[config.mk]
export PLATFORM = sky130hd
export DESIGN_NAME = pwm_capture
export DESIGN_NICKNAME = d
export VERILOG_FILES = /design/src/rtl/pwm_pkg.sv /design/src/rtl/pwm_in_sync.sv /design/src/rtl/pwm_capture.sv
export SDC_FILE = /design/constraint.sdc
export NUM_CORES = 1
export LEC_CHECK = 0
export BUFFER_PORTS_ARGS = -buffer_cell sky130_fd_sc_hd__buf_4
export CORE_MARGIN = 4
export CORE_UTILIZATION = 55
export CTS_CLUSTER_DIAMETER = 150
export CTS_CLUSTER_SIZE = 20
export DETAILED_ROUTE_END_ITERATION = 7
export PLACE_DENSITY = 0.7
export SYNTH_ARGS = -nofsm -noshare
export SYNTH_HDL_FRONTEND = slang
export SYNTH_SLANG_ARGS = --single-unit
[constraint.sdc]
create_clock -name clk -period 3.2 [get_ports clk]
set_input_delay 0.48 -clock clk [delete_from_list [all_inputs] [get_ports clk]]
set_output_delay 0.48 -clock clk [all_outputs]
set_load 0.01 [all_outputs]
[src/rtl/pwm_pkg.sv]
// pwm_pkg: definitions shared by the PWM generator, pwm_capture and benches.
//   pwm_capture_state_t : capture FSM states
//   chunk_clks()        : clocks per duty-cycle LSB for a clock rate and code width
package pwm_pkg;

    typedef enum logic [1:0] {
        WAIT = 2'd0,
        HIGH = 2'd1,
        LOW  = 2'd2
    } pwm_capture_state_t;

    // One extra clock per chunk keeps a full period just above 1 second's worth
    // of clocks divided evenly, identical to the generator's rounding.
    function automatic int chunk_clks(input int clock, input int width);
        return clock / (2 ** width) + 1;
    endfunction

endpackage

[src/rtl/pwm_in_sync.sv]
// pwm_in_sync: input conditioning for pwm_capture.
// Two-flop synchronizer, optional 3-sample glitch filter
// (macro PWM_CAPTURE_GLITCH_FILTER_EN), and rise/fall edge detector.
// Ports:
//   clk_i   : system clock
//   rst_i   : asynchronous active-high reset
//   pin_i   : raw asynchronous PWM pin
//   level_o : conditioned input level
//   rise_o  : one-cycle pulse on a conditioned 0->1 transition
//   fall_o  : one-cycle pulse on a conditioned 1->0 transition
module pwm_in_sync (
    input  logic clk_i,
    input  logic rst_i,
    input  logic pin_i,
    output logic level_o,
    output logic rise_o,
    output logic fall_o
);

    logic       s1_q;
    logic       s2_q;
    logic       prev_q;
    logic       level;
    logic [2:0] fill_q;
    logic       ready;

`ifdef PWM_CAPTURE_GLITCH_FILTER_EN
    // Clocks until prev_q holds a level derived from real pin samples.
    localparam logic [2:0] FILL = 3'd6;

    logic h0_q;
    logic h1_q;
    logic filt_q;

    // The level only moves once three consecutive synchronized samples agree.
    always_ff @(posedge clk_i or posedge rst_i) begin
        if (rst_i) begin
            h0_q   <= 1'b0;
            h1_q   <= 1'b0;
            filt_q <= 1'b0;
        end else begin
            h0_q <= s2_q;
            h1_q <= h0_q;
            if ((s2_q == h0_q) && (h0_q == h1_q)) begin
                filt_q <= s2_q;
            end
        end
    end

    assign level = filt_q;
`else
    localparam logic [2:0] FILL = 3'd3;

    assign level = s2_q;
`endif

    always_ff @(posedge clk_i or posedge rst_i) begin
        if (rst_i) begin
            s1_q   <= 1'b0;
            s2_q   <= 1'b0;
            prev_q <= 1'b0;
            fill_q <= 3'd0;
        end else begin
            s1_q   <= pin_i;
            s2_q   <= s1_q;
            prev_q <= level;
            if (fill_q != FILL) begin
                fill_q <= fill_q + 3'd1;
            end
        end
    end

    // Edges are held off until the pipeline has flushed its reset zeros, so a
    // pin that is already high when reset releases does not look like a rise.
    assign ready   = (fill_q == FILL);
    assign level_o = level;
    assign rise_o  = ready & level & ~prev_q;
    assign fall_o  = ready & ~level & prev_q;

endmodule

[src/rtl/pwm_capture.sv]
// pwm_capture: decodes the high time of an incoming PWM signal into a
// WIDTH-bit duty code, rounded to the nearest generator chunk.
// Optional input glitch filter: PWM_CAPTURE_GLITCH_FILTER_EN.
// Ports:
//   clk        : system clock
//   clr        : asynchronous active-high reset
//   pwm_in     : asynchronous PWM input
//   duty_cycle : last decoded duty code (held between updates)
//   valid      : one-cycle strobe when duty_cycle updates
//   stuck      : high while the input has produced no edge for TIMEOUT_CLKS
//
// state | meaning
// ------+---------------------------------------------------------------
// WAIT  | after reset or timeout; ignore input until a rise
// HIGH  | measuring a high pulse; sub/chunk counters advance every clock
// LOW   | between pulses; counters held at zero
module pwm_capture
    import pwm_pkg::*;
#(
    parameter int CLOCK        = 50000000,
    parameter int WIDTH        = 8,
    parameter int CHUNK_CLKS   = chunk_clks(CLOCK, WIDTH),
    parameter int TIMEOUT_CLKS = 2 * (2 ** WIDTH) * CHUNK_CLKS
) (
    input  logic             clk,
    input  logic             clr,
    input  logic             pwm_in,
    output logic [WIDTH-1:0] duty_cycle,
    output logic             valid,
    output logic             stuck
);

    localparam int SUB_W = (CHUNK_CLKS > 1) ? $clog2(CHUNK_CLKS) : 1;
    localparam int TMO_W = $clog2(TIMEOUT_CLKS + 1);

    localparam logic [WIDTH-1:0] MAX       = '1;
    localparam logic [SUB_W-1:0] SUB_LAST  = SUB_W'(CHUNK_CLKS - 1);
    localparam logic [SUB_W-1:0] SUB_HALF  = SUB_W'(CHUNK_CLKS / 2);
    localparam logic [TMO_W-1:0] TMO_LIMIT = TMO_W'(TIMEOUT_CLKS);
    localparam logic [TMO_W-1:0] TMO_LAST  = TMO_W'(TIMEOUT_CLKS - 1);

    logic level;
    logic rise;
    logic fall;

    pwm_in_sync u_sync (
        .clk_i   (clk),
        .rst_i   (clr),
        .pin_i   (pwm_in),
        .level_o (level),
        .rise_o  (rise),
        .fall_o  (fall)
    );

    pwm_capture_state_t state_q, state_d;
    logic [SUB_W-1:0]   sub_q, sub_d;
    logic [WIDTH-1:0]   chunk_q, chunk_d;
    logic [TMO_W-1:0]   tmo_q, tmo_d;
    logic [WIDTH-1:0]   duty_q, duty_d;
    logic               valid_q, valid_d;
    logic               stuck_q, stuck_d;

    logic [SUB_W-1:0]   base_sub;
    logic [WIDTH-1:0]   base_chunk;
    logic [SUB_W-1:0]   adv_sub;
    logic [WIDTH-1:0]   adv_chunk;
    logic [WIDTH:0]     code_ext;
    logic [WIDTH-1:0]   code;
    logic               tmo_hit;

    // Counter advance. Outside HIGH the advance starts from zero, so the
    // cycle carrying the rise is already counted as the first high clock.
    always_comb begin
        base_sub   = (state_q == HIGH) ? sub_q   : '0;
        base_chunk = (state_q == HIGH) ? chunk_q : '0;
        adv_sub    = base_sub;
        adv_chunk  = base_chunk;
        if (base_sub == SUB_LAST) begin
            adv_sub   = '0;
            adv_chunk = (base_chunk == MAX) ? MAX : base_chunk + 1'b1;
        end else begin
            adv_sub = base_sub + 1'b1;
        end
    end

    // Round to the nearest chunk; rounding up from MAX stays at MAX.
    always_comb begin
        code_ext = {1'b0, chunk_q} + {{WIDTH{1'b0}}, (sub_q >= SUB_HALF)};
        code     = code_ext[WIDTH] ? MAX : code_ext[WIDTH-1:0];
    end

    // An edge in the same cycle always beats the timeout.
    assign tmo_hit = ~(rise | fall) && (tmo_q == TMO_LAST);

    always_comb begin
        state_d = state_q;
        sub_d   = sub_q;
        chunk_d = chunk_q;
        duty_d  = duty_q;
        valid_d = 1'b0;
        stuck_d = stuck_q;
        tmo_d   = tmo_q;

        if (rise | fall) begin
            tmo_d = '0;
        end else if (tmo_q != TMO_LIMIT) begin
            tmo_d = tmo_q + 1'b1;
        end

        case (state_q)
            WAIT, LOW: begin
                sub_d   = '0;
                chunk_d = '0;
                if (rise) begin
                    state_d = HIGH;
                    sub_d   = adv_sub;
                    chunk_d = adv_chunk;
                    stuck_d = 1'b0;
                end
            end
            HIGH: begin
                if (fall) begin
                    state_d = LOW;
                    duty_d  = code;
                    valid_d = 1'b1;
                    sub_d   = '0;
                    chunk_d = '0;
                end else begin
                    sub_d   = adv_sub;
                    chunk_d = adv_chunk;
                end
            end
            default: begin
                state_d = WAIT;
                sub_d   = '0;
                chunk_d = '0;
            end
        endcase

        // The counter parks at its limit, so this fires once per episode.
        if (tmo_hit) begin
            state_d = WAIT;
            sub_d   = '0;
            chunk_d = '0;
            duty_d  = level ? MAX : '0;
            valid_d = 1'b1;
            stuck_d = 1'b1;
        end
    end

    always_ff @(posedge clk or posedge clr) begin
        if (clr) begin
            state_q <= WAIT;
            sub_q   <= '0;
            chunk_q <= '0;
            tmo_q   <= '0;
            duty_q  <= '0;
            valid_q <= 1'b0;
            stuck_q <= 1'b0;
        end else begin
            state_q <= state_d;
            sub_q   <= sub_d;
            chunk_q <= chunk_d;
            tmo_q   <= tmo_d;
            duty_q  <= duty_d;
            valid_q <= valid_d;
            stuck_q <= stuck_d;
        end
    end

    assign duty_cycle = duty_q;
    assign valid      = valid_q;
    assign stuck      = stuck_q;

endmodule
; Word-level counts from Yosys, hierarchy flattened
; Cells that the tools add are included.
; Widths: inputs -> output; s select.
[word_totals]
word_cells = 76
output_inout_bits = 10
ff_bits = 71
inputBits = 3
[op_classes]
addsub = 5
order_cmp = 1
n_bitwise = 8
mux = 30
n_eq_ne = 10
reduce_logical = 11
[op_table]
columns = cell, count
row1 = $mux 18, 5
row2 = $mux 8, 11
row3 = $mux 27, 2
row4 = $pmux 18 s2, 1
row5 = $add 27x1->27 const B, 1
row6 = $eq 27x27->1 const B, 1
row7 = $ne 27x27->1 const B, 1
row8 = $add 18x1->18 const B, 1
row9 = $eq 18x18->1 const B, 1
row10 = $ge 18x17->1 const B, 1
row11 = $pmux 8 s2, 1
row12 = $reduce_bool 2->1, 5
row13 = $add 8x1->9, 1
row14 = $add 8x1->8 const B, 1
row15 = $eq 8x8->1 const B, 1
row16 = $mux 1, 6
row17 = $mux 2, 3
row18 = $ne 3x3->1 const B, 2
row19 = $reduce_and 2->1, 3
row20 = $and 1x1->1, 4
row21 = $pmux 2 s2, 1
row22 = $add 3x1->3 const B, 1
row23 = $eq 3x2->1 const B, 1
row24 = $ne 3x2->1 const B, 1
row25 = 7 further kinds, 9

; Depth between registers and ports, before layout
[depth]
ltp_word = 8
mapped_depth = 11
depth_no_buf = 9

; By module
; From an unflattened synthesis, not the netlist that was laid out.
[hier_totals]
cells_unflattened = 423
area_unflattened_um2 = 3942.5
[modules_own_cells]
columns = module, area_per_inst_um2, cells_per_inst, n_inst, seq_area_each_um2
row1 = pwm_capture, 3709.8, 406, 1, 1626.6
row2 = pwm_in_sync, 232.7, 17, 1, 150.1

; Worst setup path before layout
; Ideal clock, no wire load.
[synth_timing]
path_kind = register -> register
start = register state_q[0]
end = register chunk_q[3]
stages_incl_launch_ff = 12
required_ns = 3.106
arrival_ns = 2.181
setup_ns = 0.094
period_less_slack_ns = 2.275
setup_slack_ns = 0.925
path_buffers = 2
path_cell_list = dfrtp_1 > nor2b_1 > clkbuf_1 > and2_1 > inv_1 > ha_1 > nand2_1 > nor3_1 > and4_1 > buf_2 > and3_1 > a211oi_1
[synth_between]
elab_chain_cells = 8
elab_cells_between_ends = 15
classes_between = add/sub: 1 / eq/ne: 4 / mux: 8 / reduce/logical: 2
[synth_rtl]
columns = item, line
row1 = from (decl), pwm_capture.sv:55  ; pwm_capture_state_t state_q, state_d;
row2 = from (signal assigned), pwm_capture.sv:161  ; state_q <= state_d;
row3 = $eq 2x1->1, "pwm_capture.sv:74, pwm_capture.sv:75, pwm_capture.sv:110"
row4 = $mux 8, pwm_capture.sv:75  ; base_chunk = (state_q == HIGH) ? chunk_q : '0;
row5 = $add 8x1->8 or $eq 8x8->1 (tied branches), pwm_capture.sv:80  ; adv_chunk = (base_chunk == MAX) ? MAX : base_chunk + 1'b1;
row6 = $mux 8, pwm_capture.sv:80
row7 = $mux 8, pwm_capture.sv:78  ; if (base_sub == SUB_LAST) begin
row8 = "$mux 8, on equally long branches", "pwm_capture.sv:122, pwm_capture.sv:114"
row9 = $pmux 8 s2 (*), pwm_capture.sv:110  ; case (state_q)
row10 = $mux 8 (*), pwm_capture.sv:141  ; if (tmo_hit) begin
row11 = named net chunk_d[3], pwm_capture.sv:57  ; logic [WIDTH-1:0] chunk_q, chunk_d;
row12 = to (signal assigned), pwm_capture.sv:163  ; chunk_q <= chunk_d;
row13 = to (decl), pwm_capture.sv:57
; Mark *: on every way through the listed nets, which the timed path passes. The rest lies on a longest branch.
; A chain may end at the register's enable or synchronous reset.

; Final worst setup path
[layout_timing]
start = register state_q[0]
end = register sub_q[16]
[layout_between]
elab_chain_cells = 7
elab_cells_between_ends = 12
classes_between = add/sub: 1 / eq/ne: 3 / mux: 6 / reduce/logical: 2
[layout_rtl]
columns = item, line
row1 = $eq 2x1->1, "pwm_capture.sv:74, pwm_capture.sv:110"
row2 = $mux 18, pwm_capture.sv:74  ; base_sub = (state_q == HIGH) ? sub_q : '0;
row3 = $add 18x1->18 or $eq 18x18->1 (tied branches), "pwm_capture.sv:82, pwm_capture.sv:78"
row4 = $mux 18, pwm_capture.sv:78
row5 = "$mux 18, on equally long branches", "pwm_capture.sv:122, pwm_capture.sv:114"
row6 = $pmux 18 s2 (*), pwm_capture.sv:110
row7 = $mux 18 (*), pwm_capture.sv:141
row8 = named net sub_d[16], pwm_capture.sv:56  ; logic [SUB_W-1:0] sub_q, sub_d;
row9 = to (signal assigned), pwm_capture.sv:162  ; sub_q <= sub_d;
row10 = to (decl), pwm_capture.sv:56
; Marked as above.

==> metrics.cfg <==
[run_status]
run_status=finished, final reports clean

[timing]
fmax_ghz=0.382
tightest_slew_ns=0.941
holdWs_ns=0.244
layout_setup_ws_ns=0.585
setup-violations-final=0
drv_slew=0
rsz0062_at_grt=no
final_hold_viol_count=0
max_slew_margin=0.373
finalSetupTns_ns=0
finalCriticalPeriod_ns=2.62
timing.final.crit_share=0.817
skew_ns=0.00917

[place]
hpwl_um=5170
place_congestion=0.867
pre_cts_ws_ns=0.590
portBuffers=12
place_area_mm2=0.00395

[cts]
cts_buffers=9
htreeDepth=3
cts_max_path_buffers=2
cts.clk_slew.worst_paths_ns=0.07
clock_latency_ns=0.34
cts_root_buffer=clkbuf_8
numClockSinks=71
post_cts_resized=0
postCtsSetupRepairBufs=0
ctsHoldBuffers=0
cts_tree=done

[layout]
layout_commonest_cell=dfrtp_1
antenna_cells=0
nets=419
layout_common_cells=dfrtp_1 (71), nor2_1 (55), nand2_1 (41)
area_growth_syn_to_layout_pct=8.92
final_area_mm2=0.00414
drive_gt1_frac=0.105

[power_and_ir_drop]
combPwrFrac=0.189
clock_power_share=0.325
p_int_mw=1.51
switching_share=0.295
powerDensity_mw_per_mm2=518
p_sw_mw=0.632
p_leak_nw=1.85
finalPower_mw=2.14
vdd_drop_max_mv=0.355
pwr-share-seq=0.487

[logic_synthesis]
synth_xor_area_frac=0.106
synth.area.mux_share=0.0135
post-synth-top-area-fraction=0.468
synthFlopType=dfrtp_1
syn_inst=392
synthTopCellsByArea=dfrtp_1 (47%), xor2_1 (7.1%), nor2_1 (5.4%)
synth-simple-area-share=0.280
synth_top_family_by_area=simple AND/OR/NAND/NOR gates
syn_area_mm2=0.00380
yosysTopAreaCell=dfrtp_1
syn-mean-instance-area_um2=9.69
synth_edf_count=0
yosysUniqueCellTypes=47
synth_compound_area_frac=0.0738
ys_async_sr_fraction=1.00
synth-adder-area-share=0.0296
synth_warnings=0
synth_seq_area_share=0.468
synth_seq_cells=71
syn_nets=404

[setup_path]
critPathLaunchType=register
reg2regPathDepth=9
r2r-start=state_q[0]
critPathRequiredTime_ns=3.42
path_class=reg -> reg
cp.arrival_ns=2.83
end_kind=register
setup.worst_path.start=state_q[0]
reg2reg_to=sub_q[16]
reg2reg_setup_slack_ns=0.58
cp_max_fo=8

[floorplan]
io_pins=13
die_w_um=91.1
dieArea_mm2=0.00830
rows=30
start_util=0.562
coreArea_mm2=0.00676
die_h_um=91.1

[drt]
post-route-drc-count=0
post_drt_via_cell_ratio=5.68
drt-initial-drc-count=115
route.antenna.remaining_nets=0
wirelength_um=7320
wl_per_cell_um=14.9
firstDrtPassIters=4
vias=2787

[min_path]
whs_endpoint=u_sync.s1_q
holdCritStartpoint=pwm_in
holdPathStages=1
hp-class=in -> reg

[global_routing]
grt_pass1_wl_um=12900
gr-usage-all-layers=0.191
grt_pass1_vias=2846
overflow=0
grt_max_degree=40
antenna_found_initial=0

[job]
drv_cap=0

metrics by stage:
| step | utilization | cells |
|---|---|---|
| 3_5_place_dp | 0.585 | 476 |
| 4_1_cts | 0.613 | 491 |
| 3_3_place_gp | 0.585 | 476 |
| 2_1_floorplan | - | 392 |
| 5_1_grt | 0.613 | 491 |
| 6_report | 0.613 | 491 |
power groups by stage:
stage	Combinational, mW	Clock [mW]	Sequential, mW
finish	0.404	0.696	1.04
global route	0.448	0.760	1.06
CTS	0.410	0.713	1.04
detailed placement	0.410	0	1.06
global placement	0.402	0	1.06
floorplan	0.232	0	1.07
cell usage after synthesis (all sizes together) (3+ instances only):
cell type and instances:
nor4 4, nor2 55, o211a 6, and2 6
nor4b 4, xor2 31, mux2i 4, ha 9
clkbuf 5, xnor2 15, and4 6, or3 3
inv 14, nand2 41, nor3 8, o21ai 7
nand3b 5, a211oi 3, nand4 16, nand2b 4
and3 15, nand3 25, buf 6, a21oi 9
dfrtp 71
worst max-delay path by stage:
| stage | endpoint |
|---|---|
| 6_report | sub_q[16] |
| 5_1_grt | sub_q[16] |
| 4_1_cts | sub_q[16] |
| 3_5_place_dp | sub_q[16] |
| 3_3_place_gp | sub_q[16] |
| 2_1_floorplan | chunk_q[0] |
worst max-delay path, cell delays in order, from the launching register on:
cell and delay [ns]:
dfrtp_1 0.47, nor2b_1 0.44, buf_4 0.24, and2_1 0.16, ha_1 0.16, inv_1 0.07
nor4_2 0.56, nand3_1 0.18, xor2_1 0.16, nor2_1 0.05
cell type report:
cell class	count	area (um^2)
fillers	569	2620
multi-input cells	296	1910
flip-flops and latches	71	1780
clock buffers	9	124
repair buffers	15	113
well taps	80	100
clock inverters	6	62.6
inverters	14	52.6
routing by layer:
layer / GRT usage / vias to the layer above / wire [um]
met4: 0.0565 / 0 / 83
met1: 0.251 / 1336 / 3580
met5: 0 / - / 0
met3: 0.0497 / 11 / 209
met2: 0.312 / 43 / 3460
li1: - / 1397 / -
flip-flops by register name (all words and copies together), names as in the netlist:
register and count:
tmo_q 27, chunk_q 8, u_sync.s1_q 1, u_sync.level_o 1, u_sync.fill_q 3, sub_q 18, valid 1, duty_cycle 8
u_sync.prev_q 1, stuck 1, state_q 2
kinds of logic (layout without fill, tap and decap cells):
kind of cell / Yosys count / in the layout
buffers and inverters: 25 / 44
AND/OR/NAND/NOR: 200 / 200
multiplexers: 5 / 5
adder cells (fa/ha/maj): 9 / 9
flip-flops: 71 / 71
AO/OA/AOI/OAI: 36 / 36
XOR/XNOR: 46 / 46
No activity file was read; power rests on OpenSTA's default activity.
